## src/rtl/apb_master_bridge.sv

```systemverilog
// Bridges the core's single-request data-memory bus onto APB4 toward five slaves
// (RAM, GPO, GPI, UART, TIMER). Unmapped addresses and hung slaves complete with err.
//
// state  | meaning
// IDLE   | waiting for transfer; latches request and decodes slave
// SETUP  | APB setup phase, PSEL high, PENABLE low
// ACCESS | APB access phase, waits on selected PREADY or timeout
// ERROR  | unmapped address, one-cycle ready with err
module apb_master_bridge #(
  parameter int unsigned TIMEOUT = 16
) (
  input  logic        clk,
  input  logic        reset,
  input  logic        transfer,
  input  logic        write,
  input  logic [31:0] addr,
  input  logic [31:0] wdata,
  input  logic [3:0]  byteEn,
  output logic [31:0] rdata,
  output logic        ready,
  output logic        err,
  output logic [31:0] PADDR,
  output logic [31:0] PWDATA,
  output logic        PWRITE,
  output logic [3:0]  PSTRB,
  output logic        PENABLE,
  output logic        PSEL0,
  output logic        PSEL1,
  output logic        PSEL2,
  output logic        PSEL3,
  output logic        PSEL4,
  input  logic [31:0] PRDATA0,
  input  logic [31:0] PRDATA1,
  input  logic [31:0] PRDATA2,
  input  logic [31:0] PRDATA3,
  input  logic [31:0] PRDATA4,
  input  logic        PREADY0,
  input  logic        PREADY1,
  input  logic        PREADY2,
  input  logic        PREADY3,
  input  logic        PREADY4
);

  localparam int CNT_W = $clog2(TIMEOUT + 1);
  localparam logic [CNT_W-1:0] CNT_LAST = CNT_W'(TIMEOUT - 1);

  typedef enum logic [1:0] {
    IDLE   = 2'd0,
    SETUP  = 2'd1,
    ACCESS = 2'd2,
    ERROR  = 2'd3
  } state_t;

  state_t            state_q, state_d;
  logic [CNT_W-1:0]  cnt_q, cnt_d;
  logic [31:0]       addr_q, wdata_q;
  logic              write_q;
  logic [3:0]        be_q;
  logic [2:0]        slave_q;
  logic [4:0]        psel_q, psel_d;
  logic              penable_q, penable_d;
  logic              load;

  logic              dec_hit;
  logic [2:0]        dec_idx;
  logic              sel_ready;
  logic [31:0]       sel_rdata;
  logic [2:0]        psel_idx;

  // Each slave owns one 4 KiB window starting at 0x1000_0000.
  always_comb begin
    dec_hit = 1'b0;
    dec_idx = 3'd0;
    if (addr[31:16] == 16'h1000 && addr[15:12] <= 4'd4) begin
      dec_hit = 1'b1;
      dec_idx = addr[14:12];
    end
  end

  always_comb begin
    sel_ready = 1'b0;
    sel_rdata = 32'h0;
    case (slave_q)
      3'd0: begin sel_ready = PREADY0; sel_rdata = PRDATA0; end
      3'd1: begin sel_ready = PREADY1; sel_rdata = PRDATA1; end
      3'd2: begin sel_ready = PREADY2; sel_rdata = PRDATA2; end
      3'd3: begin sel_ready = PREADY3; sel_rdata = PRDATA3; end
      3'd4: begin sel_ready = PREADY4; sel_rdata = PRDATA4; end
      default: begin sel_ready = 1'b0; sel_rdata = 32'h0; end
    endcase
  end

  always_comb begin
    state_d = state_q;
    cnt_d   = cnt_q;
    load    = 1'b0;
    ready   = 1'b0;
    err     = 1'b0;
    rdata   = 32'h0;
    case (state_q)
      IDLE: begin
        if (transfer) begin
          load = 1'b1;
          if (dec_hit) begin
            state_d = SETUP;
            cnt_d   = '0;
          end else begin
            state_d = ERROR;
          end
        end
      end
      SETUP: state_d = ACCESS;
      ACCESS: begin
        if (sel_ready) begin
          ready   = 1'b1;
          rdata   = write_q ? 32'h0 : sel_rdata;
          state_d = IDLE;
        end else if (cnt_q == CNT_LAST) begin
          ready   = 1'b1;
          err     = 1'b1;
          state_d = IDLE;
        end else begin
          cnt_d = cnt_q + CNT_W'(1);
        end
      end
      ERROR: begin
        ready   = 1'b1;
        err     = 1'b1;
        state_d = IDLE;
      end
      default: state_d = IDLE;
    endcase
  end

  // Selects are registered from the next state so they line up with SETUP/ACCESS.
  always_comb begin
    psel_idx  = (state_q == IDLE) ? dec_idx : slave_q;
    psel_d    = 5'b00000;
    penable_d = 1'b0;
    if (state_d == SETUP || state_d == ACCESS) begin
      psel_d = 5'b00001 << psel_idx;
    end
    if (state_d == ACCESS) begin
      penable_d = 1'b1;
    end
  end

  always_ff @(posedge clk) begin
    if (!reset) begin
      state_q   <= IDLE;
      cnt_q     <= '0;
      addr_q    <= 32'h0;
      wdata_q   <= 32'h0;
      write_q   <= 1'b0;
      be_q      <= 4'h0;
      slave_q   <= 3'd0;
      psel_q    <= 5'b00000;
      penable_q <= 1'b0;
    end else begin
      state_q   <= state_d;
      cnt_q     <= cnt_d;
      psel_q    <= psel_d;
      penable_q <= penable_d;
      if (load) begin
        addr_q  <= addr;
        wdata_q <= wdata;
        write_q <= write;
        be_q    <= byteEn;
        slave_q <= dec_idx;
      end
    end
  end

  assign PADDR   = addr_q;
  assign PWDATA  = wdata_q;
  assign PWRITE  = write_q;
  assign PSTRB   = write_q ? be_q : 4'b0000;
  assign PENABLE = penable_q;
  assign PSEL0   = psel_q[0];
  assign PSEL1   = psel_q[1];
  assign PSEL2   = psel_q[2];
  assign PSEL3   = psel_q[3];
  assign PSEL4   = psel_q[4];

`ifndef SYNTHESIS
  a_psel_onehot: assert property (@(posedge clk) $onehot0(psel_q));
  a_penable_sel: assert property (@(posedge clk) penable_q |-> (|psel_q));
`endif

endmodule

```

## config.mk

```make
export PLATFORM = sky130hd
export DESIGN_NAME = apb_master_bridge
export DESIGN_NICKNAME = d
export VERILOG_FILES = /design/src/rtl/apb_master_bridge.sv
export SDC_FILE = /design/constraint.sdc
export NUM_CORES = 1
export LEC_CHECK = 0
export CORE_AREA = 2 2 133 135
export DETAILED_ROUTE_END_ITERATION = 10
export DIE_AREA = 0 0 135 137
export GPL_TIMING_DRIVEN = 0
export PLACE_DENSITY = 0.67
export SLEW_MARGIN = 20
export SYNTH_ARGS = -nofsm -noshare
export SYNTH_HDL_FRONTEND = slang
export SYNTH_SLANG_ARGS = --single-unit
```

## constraint.sdc

```tcl
create_clock -name clk -period 4.7 [get_ports clk]
set_input_delay 0.94 -clock clk [delete_from_list [all_inputs] [get_ports clk]]
set_output_delay 0.94 -clock clk [all_outputs]
set_load 0.02 [all_outputs]
```

==> results.cfg, run 1 <==
[sta]
fin_worst_skew_ps = 5.26
hold-worst-slack_ps = 449
slew_viol_final = 0
tns_ps = 0
finalCriticalPeriod_ps = 4340
min_period_over_period_pct = 92.4
finalHoldViolations = 0
tightest_slew_ps = 1030
setup_violations = 0
max_freq_mhz = 230
maxSlewHeadroom_pct = 30.7
rsz0062_at_grt = no

[synthesis]
syn-instance-count = 559
synth_cell_types = 44
ys_ff_latch = 85
synth_edf_count = 0
syn_avg_cell_area_um2 = 7.97
synth.area.top_cells = dfxtp_1 (38%), nand2_1 (14%), a21oi_1 (8.3%)
netlist_area_mm2 = 0.00445
yosys_warnings = 0
yosysTopAreaCell = dfxtp_1
synth_nets = 799
synth_top_area_share_pct = 38.2
synth-async-reset-ratio_pct = 0
ys_seq_area_share_pct = 38.2
ys.flop_type = dfxtp_1

[cts]
cts_sinks = 85
clk_latency_ps = 330
cts_buffer_depth = 2
cts_setup_buffers = 0
cts_resized = 0
cts_buffers = 9
cts_tree = yes
htree_levels = 3
cts_hold_buf = 0
cts_root_buffer = clkbuf_16
path_clk_slew_ps = 70

[placed_design]
dp_cells = 1129
placedInstanceArea_mm2 = 0.00819
dp_hpwl_um = 16600
place_congestion = 0.914
portBuffers = 345

[cells_and_area]
area_delta_synth_final_pct = 90.7
antennaDiodeCount = 0
fin_cells = 1145
n_fill_cell = 1670
nets = 1155
final_cell_mix = clkdlybuf4s50_1 (345), nand2_1 (167), dfxtp_1 (85)
final_cell_area_mm2 = 0.00849
drive_gt1_share_pct = 6.09
final_common_cell = clkdlybuf4s50_1
fin_util_pct = 49.8

[worst_setup_path]
timing.rr.end = psel_q[1]
timing.reg2reg.setup_slack_ps = 2080
cp.required_ps = 3760
crit_chain = clkdlybuf4s50_1, mux2_1, a32o_2, nor2_1, or3_1, buf_2, buf_6, nor2_4, clkdlybuf4s50_1
start_kind = primary input
reg2reg_from = cnt_q[0]
crit_path_max_incr_delay_ps = 560
crit_top_cell = clkdlybuf4s50_1
critical_path.slowest_cell = clkdlybuf4s50_1
ff2ff_path_depth = 9
crit_fanout = 10
end_kind = output pin
arrival_ps = 3400
startpoint = PREADY1
worstSetupPathType = in2out
endpoint = rdata[3]

[die]
ios = 346
rows = 48
die_w_um = 135
die_y_um = 137
coreArea_mm2 = 0.0171
initial_core_util_pct = 26.1
dieArea_mm2 = 0.0185

[global_routing]
antenna_found_initial = 0
grt_usage_pct = 20.8
grt.overflow.total = 0
grt_start_max_net_pins = 15
grt_pass1_vias = 5419
grt_pass1_wl_um = 29800

[routing]
drtAntennaViolNets = 0
wl_um = 20300
viasPerCell = 4.78
wl_per_cell_um = 17.7
drt-met1-wl_um = 8260
dr.pass1.iters = 4
topRoutingLayerUsed = met4
wl_met2_um = 9630
first_iter_violations = 264
wl_met3_um = 1750
drc = 0
route.vias.total = 5470

[pwr]
leakage_nw = 2.94
p_per_area_mw_per_mm2 = 244
vdd_drop_max_mv = 0.255

[hold_path]
hold_class = reg2reg

[status]
outcome = complete, no violations

[run]
drv_cap = 0
metal layers:
layer	track usage, %	vias up
li1	-	2668
met1	24.7	2538
met2	35.8	225
met3	5.89	39
met4	7.75	0
met5	0	-
cells by family after synthesis:
family,after synthesis,share of synthesized area (%)
simple gates,243,24.6
compound gates,143,19.5
flops,85,38.2
buf+inv,50,4.97
mux,35,11.8
fa+ha+maj,3,0.843
critical path: cells and delay by family:
kind                   cells  cell delay [ps]
AOI/OAI and AO/OA          1              310
buffers and inverters      4             1400
muxes                      1              290
and+or+nand+nor            3              440
registers in the layout (all words and copies together), names as in the netlist:
signal and flops:
PADDR 32, PENABLE 1, PWDATA 32, PWRITE 1, be_q 4, cnt_q 5
psel_q 5, slave_q 3, state_q 2
through the flow:
step,total power [mW],setup WS [ps]
final,2.07,359
after global routing,2.15,217
after CTS,2.09,330
after detailed placement,1.36,334
after global placement,1.35,328
after floorplan,1.01,1520
report_power, final:
group	total [mW]	switching [mW]	leakage, nW	internal [mW]
Sequential	0.785	0.0219	0.695	0.763
Combinational	0.558	0.241	2.10	0.317
Clock	0.726	0.298	0.146	0.428
Total	2.07	0.560	2.94	1.51
layout make-up:
| cell class | count | area (µm²) | share of cell area (%) |
|---|---|---|---|
| clock inverter | 5 | 60.1 | 0.707 |
| inverter | 8 | 30.0 | 0.354 |
| tap | 225 | 282 | 3.32 |
| buffer | 42 | 191 | 2.25 |
| multi-input combinational | 424 | 2530 | 29.8 |
| timing repair buffer | 345 | 3450 | 40.7 |
| clock buffer | 11 | 243 | 2.86 |
| sequential | 85 | 1700 | 20.0 |
Yosys cell counts (5+ instances only):
| master | n |
|---|---|
| a21oi_1 | 74 |
| nor3_1 | 5 |
| buf_2 | 6 |
| mux4_2 | 14 |
| dfxtp_1 | 85 |
| nand2_1 | 167 |
| mux2i_1 | 20 |
| a221oi_1 | 18 |
| nor4_1 | 5 |
| a22oi_1 | 14 |
| and2_1 | 6 |
| nand3_1 | 7 |
| nor2_1 | 29 |
| inv_1 | 8 |
| clkbuf_1 | 30 |
| nor2_4 | 10 |
| o21ai_0 | 24 |
worst min path at each step:
stage / start / end / slack (ps) / depth (start not counted)
floorplan: be_q[0] / be_q[0] / 430 / 2
global placement: be_q[2] / be_q[2] / 440 / 2
detailed placement: be_q[1] / be_q[1] / 440 / 2
CTS: be_q[1] / be_q[1] / 450 / 2
global route: PADDR[15] / PADDR[15] / 470 / 2
finish: be_q[1] / be_q[1] / 450 / 2
(Power assumes the default switching activity.)
==> run 2: changes to the inputs <==
--- a/config.mk
+++ b/config.mk
@@ -5,11 +5,11 @@
 export SDC_FILE = /design/constraint.sdc
 export NUM_CORES = 1
 export LEC_CHECK = 0
-export CORE_AREA = 2 2 133 135
+export CORE_AREA = 2 2 134 136
 export DETAILED_ROUTE_END_ITERATION = 10
-export DIE_AREA = 0 0 135 137
+export DIE_AREA = 0 0 136 138
 export GPL_TIMING_DRIVEN = 0
-export PLACE_DENSITY = 0.67
+export PLACE_DENSITY = 0.66
 export SLEW_MARGIN = 20
 export SYNTH_ARGS = -nofsm -noshare
 export SYNTH_HDL_FRONTEND = slang
==> run 2 against run 1 <==
Clock power shrank 0.8%. Hold slack improved by 3.6 ps. Sequential power about the same. Largest power group unchanged. Sequential share of layout area is essentially flat. Maximum frequency decreased by 1.5%. Setup slack worse by 66 ps. Register-to-register slack worse by 70 ps. Non-clock buffer count unchanged. Cell area barely moved. Via count down 0.48%. Cell count barely moved.
==> results.cfg, run 2 (synthesized netlist as in run 1, its figures left out) <==
[cts]
cts_tree = yes
cts_buffers = 9
clk_latency_ps = 330
cts_sinks = 85
cts_buffer_depth = 2
cts_root_buffer = clkbuf_16
cts_resized = 0
path_clk_slew_ps = 60
htree_levels = 3
cts_hold_buf = 0
cts_setup_buffers = 0

[routing]
viasPerCell = 4.75
dr.pass1.iters = 5
first_iter_violations = 254
drc = 0
route.vias.total = 5444
drtAntennaViolNets = 0
wl_per_cell_um = 17.5
wl_um = 20000

[worst_setup_path]
timing.reg2reg.setup_slack_ps = 2010
arrival_ps = 3470
start_kind = primary input
cp.required_ps = 3760
critical_path.slowest_cell = clkdlybuf4s50_1
end_kind = output pin
crit_path_max_incr_delay_ps = 640
crit_fanout = 10
crit_chain = clkdlybuf4s50_1, mux2i_1, nor3_2, nor2_1, or3_1, buf_2, buf_6, nor2_1, clkdlybuf4s50_1
worstSetupPathType = in2out

[global_routing]
grt_pass1_vias = 5289
grt.overflow.total = 0
grt_start_max_net_pins = 13
antenna_found_initial = 2
grt_usage_pct = 20.1
grt_pass1_wl_um = 29400

[pwr]
p_per_area_mw_per_mm2 = 243
leakage_nw = 2.94
vdd_drop_max_mv = 0.144

[die]
rows = 49
die_w_um = 136
ios = 346
coreArea_mm2 = 0.0175
dieArea_mm2 = 0.0188
die_y_um = 138
initial_core_util_pct = 25.4

[cells_and_area]
drive_gt1_share_pct = 5.79
area_delta_synth_final_pct = 90.6
nets = 1155
fin_util_pct = 48.4
fin_cells = 1146
final_common_cell = clkdlybuf4s50_1
final_cell_mix = clkdlybuf4s50_1 (345), nand2_1 (167), dfxtp_1 (85)

[sta]
slew_viol_final = 0
tightest_slew_ps = 1050
fin_worst_skew_ps = 3.60
maxSlewHeadroom_pct = 29.6
tns_ps = 0
max_freq_mhz = 227
finalHoldViolations = 0
min_period_over_period_pct = 93.8
finalCriticalPeriod_ps = 4410
rsz0062_at_grt = no
setup_violations = 0

[placed_design]
portBuffers = 345
dp_hpwl_um = 16100
dp_cells = 1133
place_congestion = 0.861

[run]
drv_cap = 0

[status]
outcome = complete, no violations

[hold_path]
hold_class = reg2reg
run 2: cell count changes in the layout (fill, tap and decap cells not counted), sizes merged:
cell | before | now
clkbuf | 41 | 39
clkinv | 3 | 1
bufinv | 1 | 2
clkinvlp | 1 | 0
diode | 0 | 1
run 2: path summary, 6_finish.rpt:
path / startpoint / endpoint / cells past startpoint
worst min register to register: PWDATA[5] / PWDATA[5] / 2
worst max-delay path: PREADY2 / rdata[14] / 9
worst max register to register: state_q[1] / psel_q[1] / 8
worst min-delay path: PWDATA[5] / PWDATA[5] / 2
run 2: worst max-delay path: cells and delay by family:
kind,cells,cell delay (ps)
buffers and inverters,4,1430
multiplexers,1,90
AND/OR/NAND/NOR,4,990
run 2: through the flow:
stage               cell area [µm²]  power [mW]  hold slack, ps  worst slack (ps)
finish                         8490        2.06             453               294
global route                   8490        2.16             469               165
CTS                            8480        2.09             454               288
detailed placement             8190        1.36             446               285
global placement               8190        1.35             439               302
floorplan                      4450        1.01             432              1520
run 2: routing by layer:
layer	global-route usage, %	part of all wire (%)	vias up
li1	-	-	2669
met1	23.2	38	2486
met2	34.6	49	252
met3	5.28	9.6	35
met4	8.61	3.1	2
met5	0	0.050	-
run 2: power breakdown:
group | internal, mW | switching [mW]
combinational | 0.317 | 0.240
clock | 0.452 | 0.268
sequential | 0.763 | 0.0218
run 2: layout make-up:
cell class	count	area, µm²
buffer	42	191
timing repair buffer	345	3450
clock buffer	9	225
sequential	85	1700
clock inverter	3	65.1
antenna	1	2.50
tap	229	287
inverter	8	30.0
fill	1764	9050
multi-input combinational	424	2530
